--- config.mk ---
export PLATFORM = sky130hd
export DESIGN_NAME = control_alarma
export DESIGN_NICKNAME = d
export VERILOG_FILES = /design/src/rtl/control_alarma.sv
export SDC_FILE = /design/constraint.sdc
export NUM_CORES = 1
export LEC_CHECK = 0
export BUFFER_PORTS_ARGS = -buffer_cell sky130_fd_sc_hd__buf_2
export CAP_MARGIN = 20
export CORE_MARGIN = 2
export CORE_UTILIZATION = 23
export DETAILED_ROUTE_END_ITERATION = 8
export SYNTH_ARGS = -nofsm -noshare
export SYNTH_HDL_FRONTEND = slang
export SYNTH_SLANG_ARGS = --single-unit
--- constraint.sdc ---
create_clock -name clk -period 2.2 [get_ports clk]
set_input_delay 0.44 -clock clk [delete_from_list [all_inputs] [get_ports clk]]
set_output_delay 0.44 -clock clk [all_outputs]
set_load 0.01 [all_outputs]
--- src/rtl/control_alarma.sv ---
// control_alarma -- mode control, manual time setting and alarm sequencing for
// a BCD wall clock.
//
// Ports
//   clk          system clock, all state on the rising edge
//   reset        synchronous, active-high
//   boton_modo   push-button: step through RELOJ -> AJ_HORA -> AJ_ALARMA
//   pulm, pulh   push-buttons: minute / hour step
//   pul_apagar   push-button: snooze while ringing, stop while snoozed
//   alarma_en    alarm enable level
//   c0..c3       current time in BCD (min units, min tens, hour units, hour tens)
//   tick_min     one-cycle minute pulse to the clock counter
//   inc_min      one-cycle manual minute step to the clock counter
//   inc_hora     one-cycle manual hour step to the clock counter
//   sel_manual   1 while the clock counter is in manual-set mode (AJ_HORA)
//   a0..a3       alarm time in BCD, same digit order as c0..c3
//   modo         current mode (00 RELOJ, 01 AJ_HORA, 10 AJ_ALARMA)
//   sonar        buzzer drive
//   estado       alarm FSM state (00 INACTIVA, 01 SONANDO, 10 POSPUESTA)
//
// Pulse semantics: every button action and every output strobe (tick_min,
// inc_min, inc_hora) is a single-cycle pulse with no acknowledge; a consumer
// must act on the cycle the pulse is high. A button held down yields exactly
// one action, taken at the third rising edge after the pin is first sampled 1.

module control_alarma #(
  parameter int DIV_MIN    = 3000,
  parameter int RING_MIN   = 5,
  parameter int SNOOZE_MIN = 5,
  parameter int MAX_SNOOZE = 3
) (
  input  logic       clk,
  input  logic       reset,
  input  logic       boton_modo,
  input  logic       pulm,
  input  logic       pulh,
  input  logic       pul_apagar,
  input  logic       alarma_en,
  input  logic [3:0] c0,
  input  logic [3:0] c1,
  input  logic [3:0] c2,
  input  logic [3:0] c3,
  output logic       tick_min,
  output logic       inc_min,
  output logic       inc_hora,
  output logic       sel_manual,
  output logic [3:0] a0,
  output logic [3:0] a1,
  output logic [3:0] a2,
  output logic [3:0] a3,
  output logic [1:0] modo,
  output logic       sonar,
  output logic [1:0] estado
);

  // Mode encodings
  localparam logic [1:0] RELOJ     = 2'b00;
  localparam logic [1:0] AJ_HORA   = 2'b01;
  localparam logic [1:0] AJ_ALARMA = 2'b10;

  // Alarm FSM encodings
  localparam logic [1:0] INACTIVA  = 2'b00;
  localparam logic [1:0] SONANDO   = 2'b01;
  localparam logic [1:0] POSPUESTA = 2'b10;

  // Prescaler sized to hold DIV_MIN-1
  localparam int            PW        = (DIV_MIN > 1) ? $clog2(DIV_MIN) : 1;
  localparam logic [PW-1:0] PRESC_MAX = PW'(DIV_MIN - 1);

  // Minute counters for ringing and snoozing
  localparam int            CW          = 16;
  localparam logic [CW-1:0] RING_LOAD   = CW'(RING_MIN);
  localparam logic [CW-1:0] SNOOZE_LOAD = CW'(SNOOZE_MIN);
  localparam logic [CW-1:0] CNT_ONE     = CW'(1);
  localparam logic [7:0]    SNOOZE_LIM  = 8'(MAX_SNOOZE);

  // ---------------------------------------------------------------------------
  // Button conditioning: 2-FF synchronizer followed by a rising-edge detector.
  // Bit order: 0 boton_modo, 1 pulm, 2 pulh, 3 pul_apagar.
  // ---------------------------------------------------------------------------
  logic [3:0] btn;
  logic [3:0] sync1;
  logic [3:0] sync2;
  logic [3:0] prev;
  logic [3:0] pulse;

  assign btn = {pul_apagar, pulh, pulm, boton_modo};

  always_ff @(posedge clk) begin
    if (reset) begin
      sync1 <= 4'b0000;
      sync2 <= 4'b0000;
      prev  <= 4'b0000;
    end else begin
      sync1 <= btn;
      sync2 <= sync1;
      prev  <= sync2;
    end
  end

  assign pulse = sync2 & ~prev;

  logic ev_modo;
  logic ev_min;
  logic ev_hora;
  logic ev_apagar;

  assign ev_modo   = pulse[0];
  assign ev_min    = pulse[1];
  assign ev_hora   = pulse[2];
  assign ev_apagar = pulse[3];

  // ---------------------------------------------------------------------------
  // Mode FSM. Code 11 cannot be reached by stepping; should it ever appear it
  // falls back to RELOJ on the following edge.
  // ---------------------------------------------------------------------------
  always_ff @(posedge clk) begin
    if (reset) begin
      modo <= RELOJ;
    end else begin
      case (modo)
        RELOJ:     if (ev_modo) modo <= AJ_HORA;
        AJ_HORA:   if (ev_modo) modo <= AJ_ALARMA;
        AJ_ALARMA: if (ev_modo) modo <= RELOJ;
        default:   modo <= RELOJ;
      endcase
    end
  end

  assign sel_manual = (modo == AJ_HORA);

  // ---------------------------------------------------------------------------
  // Minute prescaler. Frozen at zero while the clock is being set by hand so
  // that the counter being edited does not advance underneath the user.
  // ---------------------------------------------------------------------------
  logic [PW-1:0] presc;
  logic          presc_run;

  assign presc_run = (modo != AJ_HORA);

  always_ff @(posedge clk) begin
    if (reset) begin
      presc <= '0;
    end else if (!presc_run) begin
      presc <= '0;
    end else if (presc == PRESC_MAX) begin
      presc <= '0;
    end else begin
      presc <= presc + 1'b1;
    end
  end

  assign tick_min = presc_run && (presc == PRESC_MAX);

  // ---------------------------------------------------------------------------
  // Manual clock stepping. A minute press wins over a simultaneous hour press.
  // ---------------------------------------------------------------------------
  always_ff @(posedge clk) begin
    if (reset) begin
      inc_min  <= 1'b0;
      inc_hora <= 1'b0;
    end else begin
      inc_min  <= (modo == AJ_HORA) && ev_min;
      inc_hora <= (modo == AJ_HORA) && ev_hora && !ev_min;
    end
  end

  // ---------------------------------------------------------------------------
  // Alarm time registers (BCD). Minutes wrap 59->00 without touching the hour;
  // hours wrap 23->00.
  // ---------------------------------------------------------------------------
  always_ff @(posedge clk) begin
    if (reset) begin
      a3 <= 4'd0;
      a2 <= 4'd6;
      a1 <= 4'd0;
      a0 <= 4'd0;
    end else if (modo == AJ_ALARMA) begin
      if (ev_min) begin
        if (a0 == 4'd9) begin
          a0 <= 4'd0;
          if (a1 == 4'd5) a1 <= 4'd0;
          else            a1 <= a1 + 4'd1;
        end else begin
          a0 <= a0 + 4'd1;
        end
      end else if (ev_hora) begin
        if (a3 == 4'd2 && a2 == 4'd3) begin
          a3 <= 4'd0;
          a2 <= 4'd0;
        end else if (a2 == 4'd9) begin
          a2 <= 4'd0;
          a3 <= a3 + 4'd1;
        end else begin
          a2 <= a2 + 4'd1;
        end
      end
    end
  end

  // ---------------------------------------------------------------------------
  // Time match. eq_d comes out of reset at 1 so that a clock already showing
  // the alarm time does not fire the alarm merely because reset was released.
  // ---------------------------------------------------------------------------
  logic eq;
  logic eq_d;
  logic match_ev;

  assign eq = ({c3, c2, c1, c0} == {a3, a2, a1, a0});

  always_ff @(posedge clk) begin
    if (reset) eq_d <= 1'b1;
    else       eq_d <= eq;
  end

  assign match_ev = eq && !eq_d && (modo != AJ_HORA);

  // ---------------------------------------------------------------------------
  // Alarm FSM. Priority: enable low > stop/snooze press > counter expiry >
  // match. Counters only move on tick_min, so the mode FSM never touches them
  // directly. sonar is a registered copy of "state is SONANDO".
  // ---------------------------------------------------------------------------
  logic [CW-1:0] ring_cnt;
  logic [CW-1:0] snooze_cnt;
  logic [7:0]    snooze_num;

  always_ff @(posedge clk) begin
    if (reset) begin
      estado     <= INACTIVA;
      ring_cnt   <= '0;
      snooze_cnt <= '0;
      snooze_num <= 8'd0;
      sonar      <= 1'b0;
    end else begin
      sonar <= (estado == SONANDO);
      if (!alarma_en) begin
        estado <= INACTIVA;
      end else begin
        case (estado)
          INACTIVA: begin
            if (match_ev) begin
              estado     <= SONANDO;
              ring_cnt   <= RING_LOAD;
              snooze_num <= 8'd0;
            end
          end
          SONANDO: begin
            if (ev_apagar) begin
              if (snooze_num < SNOOZE_LIM) begin
                estado     <= POSPUESTA;
                snooze_cnt <= SNOOZE_LOAD;
                snooze_num <= snooze_num + 8'd1;
              end else begin
                estado <= INACTIVA;
              end
            end else if (tick_min) begin
              // A counter already at zero is treated as expiring on this tick.
              if (ring_cnt == CNT_ONE || ring_cnt == '0) begin
                ring_cnt <= '0;
                estado   <= INACTIVA;
              end else begin
                ring_cnt <= ring_cnt - CNT_ONE;
              end
            end
          end
          POSPUESTA: begin
            if (ev_apagar) begin
              estado <= INACTIVA;
            end else if (tick_min) begin
              if (snooze_cnt == CNT_ONE || snooze_cnt == '0) begin
                snooze_cnt <= '0;
                estado     <= SONANDO;
                ring_cnt   <= RING_LOAD;
              end else begin
                snooze_cnt <= snooze_cnt - CNT_ONE;
              end
            end
          end
          default: estado <= INACTIVA;
        endcase
      end
    end
  end

endmodule

# Yosys cells after proc, flatten, opt, wreduce, memory -nomap -nowiden
# Index checks and enable logic that the tools add are counted.
[op_classes]
addsub = 8
multipliers = 0
div = 0
n_lt_le_gt_ge = 1
eq_ne = 29
n_shift = 0
muxes = 37
n_bitwise = 5
n_reduce_logical = 30
[ops]
columns = ["op", "count"]
rows = [
  ["$mux W16", 12],
  ["$pmux W16 S3", 1],
  ["$eq A16 B1 Y1 const B", 2],
  ["$logic_not A16 Y1", 2],
  ["$pmux W16 S2", 1],
  ["$sub A16 B1 Y16 const B", 2],
  ["$mux W4", 6],
  ["$mux W8", 3],
  ["$mux W2", 11],
  ["$ne A2 B2 Y1 const B", 9],
  ["$add A4 B1 Y4 const B", 4],
  ["$eq A16 B16 Y1", 1],
  ["$pmux W8 S2", 1],
  ["$add A12 B1 Y12 const B", 1],
  ["$eq A12 B12 Y1 const B", 1],
  ["$pmux W2 S3", 2],
  ["$reduce_and A5 Y1", 2],
  ["$ne A3 B3 Y1 const B", 3],
  ["$reduce_and A3 Y1", 3],
  ["$add A8 B1 Y8 const B", 1],
  ["$eq A4 B2 Y1 const B", 2],
  ["$eq A4 B4 Y1 const B", 2],
  ["$lt A8 B2 Y1 const B", 1],
  ["$reduce_and A8 Y1", 1],
  ["other kinds (19)", 36],
]
[word_totals]
ff_bits = 88
latch_bits = 0
ram_bits = 0
rom_bits = 0
input_bits = 23
output_inout_bits = 25
wordCells = 127
memories = 0

# Longest topological paths before layout
[logic_depth]
ltp_word = 6
ltp_mapped = 10
mapped_depth_nobuf = 8

# Least setup slack after synthesis
# No wires, ideal clock.
[synth_timing]
path_kind = "register -> register"
startpoint = "register presc[0]"
endpoint = "register ring_cnt[14]"
setup_ns = 0.122
t_arrival_ns = 2.000
required_ns = 2.078
slack_ns = 0.078
path_stages_with_launch = 9
path_buffers = 1
synth_period_minus_slack_ns = 2.122
cell_sequence = "dfxtp_1 ha_1 and3_1 nand2_1 nor2_1 a31o_4 a21oi_2 buf_6 a221o_1"
[synth_between]
elab_chain_cells = 4
word_cells_on_any_way = 5
classes_between = "3 x eq/ne; 2 x reduce/logical"
[synth_rtl]
columns = ["element", "line", "text"]
rows = [
  ["start, declared", "136", "logic [PW-1:0] presc;"],
  ["start signal, assigned", "149", "presc <= presc + 1'b1;"],
  ["$eq A12 B12 Y1 (*)", "153", "assign tick_min = presc_run && (presc == PRESC_MAX);"],
  ["$logic_and A1 B1 Y1 (*)", "153", ""],
  ["net tick_min", "43", "output logic tick_min,"],
  ["$ne A2 B2 Y1 (no line)", "--", ""],
  ["$reduce_and A8 Y1 (no line) (*)", "--", ""],
  ["end signal, assigned", "262", "ring_cnt <= ring_cnt - CNT_ONE;"],
  ["end, declared", "223", "logic [CW-1:0] ring_cnt;"],
]
# The timed path passes the listed nets; every way through them passes the cells marked *.
# A chain may end at the register's enable or synchronous reset.

# Worst setup path in the final report
[layout_timing]
startpoint = "register presc[0]"
endpoint = "register ring_cnt[7]"
[layout_between]
elab_chain_cells = 4
word_cells_on_any_way = 5
classes_between = "3 x eq/ne; 2 x reduce/logical"
[layout_rtl]
columns = ["element", "line"]
rows = [
  ["$eq A12 B12 Y1 (*)", "153"],
  ["$logic_and A1 B1 Y1 (*)", "153"],
  ["$ne A2 B2 Y1 (no line)", "--"],
  ["$reduce_and A8 Y1 (no line) (*)", "--"],
]
# Every way passes the cells marked *; elsewhere a longest branch is shown, timed or not.

==> out/qor.csv <==
stage,metric,value,unit
die,die_h,141,um
logic_synthesis,synth_area,4300,um2
cts,clock_path_buffers,2,
layout,fin_util,31.7,%
grt,grt_max_degree,43,
grt,grt_pass1_vias,3648,
setup_path,worstRegToRegCells,9,
layout,drive_gt1_share,30.1,%
setup_path,cpPeakStageDelay,0.31,ns
timing,period_needed,2.12,ns
cts,clkTransAtPathRegs,0.07,ns
logic_synthesis,yosysMostFrequentCell,dfxtp_1,
setup_path,critPathLaunch,presc[0],
logic_synthesis,synth_edf_count,0,
setup_path,start_kind,flop,
detailed_routing,ant_nets,0,
layout,final_nets,644,
layout,syn_to_final_growth,34.1,%
timing,rsz0062_at_grt,yes,
min_path,holdPathStages,2,
detailed_routing,wl_per_cell,12.4,um
grt,grt-ovfl-total,0,
logic_synthesis,yosysTopAreaCell,dfxtp_1,
grt,met2_usage,17.3,%
detailed_routing,wirelength,10.5,mm
setup_path,critPathMostFrequentCell,buf_4,
die,dieArea,19800,um2
timing,clock_skew,0.00908,ns
setup_path,crit_fanout,10,
placed_design,dp_cells,822,
setup_path,crit_slowest_cell,dfxtp_1,
logic_synthesis,ys_seq_area_share,41.0,%
die,rows,49,
grt,grt_pass1_wl,17.2,mm
detailed_routing,routed_via_density,4.61,
timing,timing.fmax,0.471,GHz
timing,worst_pin_slew,0.578,ns
cts,cts_tree,done,
placed_design,place_congestion,0.816,
timing,hold_viol_final,0,
cts,cts-buffers-inserted,9,
grt,antenna_found_initial,0,
die,die_w,141,um
placed_design,dp_hpwl,7.52,mm
setup_path,arrival,2.35,ns
logic_synthesis,async_flop_share,0,%
grt,grt_busiest_layer,met2,
layout,n_fill_cell,1910,
timing,tns,0,ns
detailed_routing,vias,3887,
grt,met3_usage,3.29,%
min_path,min_path_type,in -> reg,
setup_path,worst_ep_required_time,2.43,ns
layout,antenna_cells,0,
grt,grt.met1_usage,13.6,%
timing,setup_viol,0,
cts,cts_sinks,88,
timing,fin_ws,0.0783,ns
logic_synthesis,ys_ff_latch,88,
logic_synthesis,yosysUniqueCellTypes,70,
cts,ctsHoldBuffers,0,
logic_synthesis,synth_nets,523,
power,power_density,566,nW/um2
setup_path,cp-endpoint,ring_cnt[7],
grt,grtUsageTotal,10.6,%
die,core_area,18100,um2
detailed_routing,drt_first_pass_iters,4,
detailed_routing,drc,0,
logic_synthesis,syn_area_per_cell,8.78,um2
setup_path,path_cells,ha_1 -> and3_1 -> and4_1 -> a31o_2 -> a31oi_1 -> buf_4 -> buf_4 -> nor3_1 -> a221o_2,
layout,fin_cells,844,
run_status,outcome,"complete, no violations",
placed_design,post-place-ws,-0.154,ns
logic_synthesis,synth_cells,489,
logic_synthesis,yosys_warnings,0,
cts,cts.htree.levels,3,
die,initial_core_util,23.7,%
power,finalPower,0.00326,W
logic_synthesis,netlist_top_cells_count,"dfxtp_1 (88), nor2_1 (57), a21oi_1 (35)",
timing,final_max_slew_viol_count,0,
logic_synthesis,yosys-top-cells-area,"dfxtp_1 (41%), nor2_1 (5.0%), xor2_1 (4.3%)",
setup_path,crit_path_end_kind,flop,
power,p_leak,2.41,nW
setup_path,criticalPathCategory,reg -> reg,
die,ios,48,
logic_synthesis,dominantRegCellSynth,dfxtp_1,
logic_synthesis,synth_top_area_share,41.0,%
run,maxCapViolations,0,
setup_path,r2r_setup_slack,0.08,ns
placed_design,portBuffers,47,
timing,maxSlewHeadroom,61.5,%
cts,clockRootBuffer,clkbuf_16,
cts,insertion_delay,0.35,ns
timing,fin_crit_sh,96.4,%
power,ir_drop,0.000448,V
setup_path,r2r_start,presc[0],
setup_path,r2r-end,ring_cnt[7],
detailed_routing,drtIter0Drc,197,
[cell type report]
type,count,area [um2],area share [%]
inverters,14,52.6,0.912
clock buffers,10,239,4.15
multi-input cells,373,2550,44.2
clock inverters,6,48.8,0.847
well taps,229,287,4.97
repair buffers,124,821,14.2
flip-flops and latches,88,1760,30.6
[per-layer routing]
layer,up-vias,wire (um)
met3,9,347
met4,0,159
met2,46,4950
li1,2021,-
met1,1811,5020
met5,-,0
[flip-flops by register name, indices dropped and copies added, names as in the netlist, 2 cells and up]
signal / cells
modo: 2
a0: 4
a3: 4
snooze_num: 8
sync1: 4
snooze_cnt: 16
prev: 4
sync2: 4
ring_cnt: 16
a1: 4
estado: 2
a2: 4
presc: 12
[where the power goes]
group	leakage [nW]	switching [W]	internal, W
clock network	0.144	0.000677	0.000813
logic	1.55	0.0000872	0.0000673
registers	0.713	0.00000828	0.00161
total	2.41	0.000773	0.00249
[cell usage in the layout (no fill, tap or decap), types with 5 or more instances in the layout]
master and count:
buf_4 75, clkbuf_16 9, and2_1 5, xor2_1 21, buf_2 47, ha_1 10, inv_1 14, nor2b_1 18
nor4_4 6, dfxtp_1 86, a31oi_1 5, and3_1 6, o31ai_1 11, o21ai_0 22, or3_1 11, a21oi_1 31
xnor2_1 11, nand3_1 13, nor2_1 55, nand2_1 24, nand2b_1 6, or4_1 8, nor3_1 19
[cells by family (layout without fill, tap and decap cells)]
| family | count (synthesis) | after routing | synth area share, % |
|---|---|---|---|
| simple gates | 212 | 212 | 27.9 |
| compound gates | 114 | 114 | 17.7 |
| flops | 88 | 88 | 41.0 |
| xor+xnor | 32 | 32 | 6.52 |
| buf+inv | 28 | 154 | 2.77 |
| fa+ha+maj | 11 | 11 | 3.20 |
| mux | 4 | 4 | 0.961 |
[stage by stage]
step,cell area [um2],hold WS [ns]
final,5760,0.305
after CTS,5600,0.293
after global routing,5760,0.307
after floorplan,4300,0.414
after global placement,5280,0.422
after detailed placement,5280,0.423
[worst max-delay path: cells and delay by family (launching register included)]
family                     cells  cell delay (ns)
AOI/OAI and AO/OA              3             0.69
adders and majority gates      1             0.20
DFF                            1             0.31
buffers and inverters          2             0.34
and+or+nand+nor                3             0.46
[how the worst min path moves through the flow]
stage | slack (ns) | to | startpoint
global placement | 0.42 | sync2[3] | sync1[3]
finish | 0.31 | sync1[1] | pulm
global route | 0.31 | sync1[3] | pul_apagar
CTS | 0.29 | sync1[3] | pul_apagar
floorplan | 0.41 | sync2[0] | sync1[0]
detailed placement | 0.42 | sync2[3] | sync1[3]
[repair_timing]
item,CTS,global route
buffers inserted,0,6
pin swaps,1,17
resized for setup,5,27
setup endpoints to repair,9,26
Power figures use the tool's default switching activity.
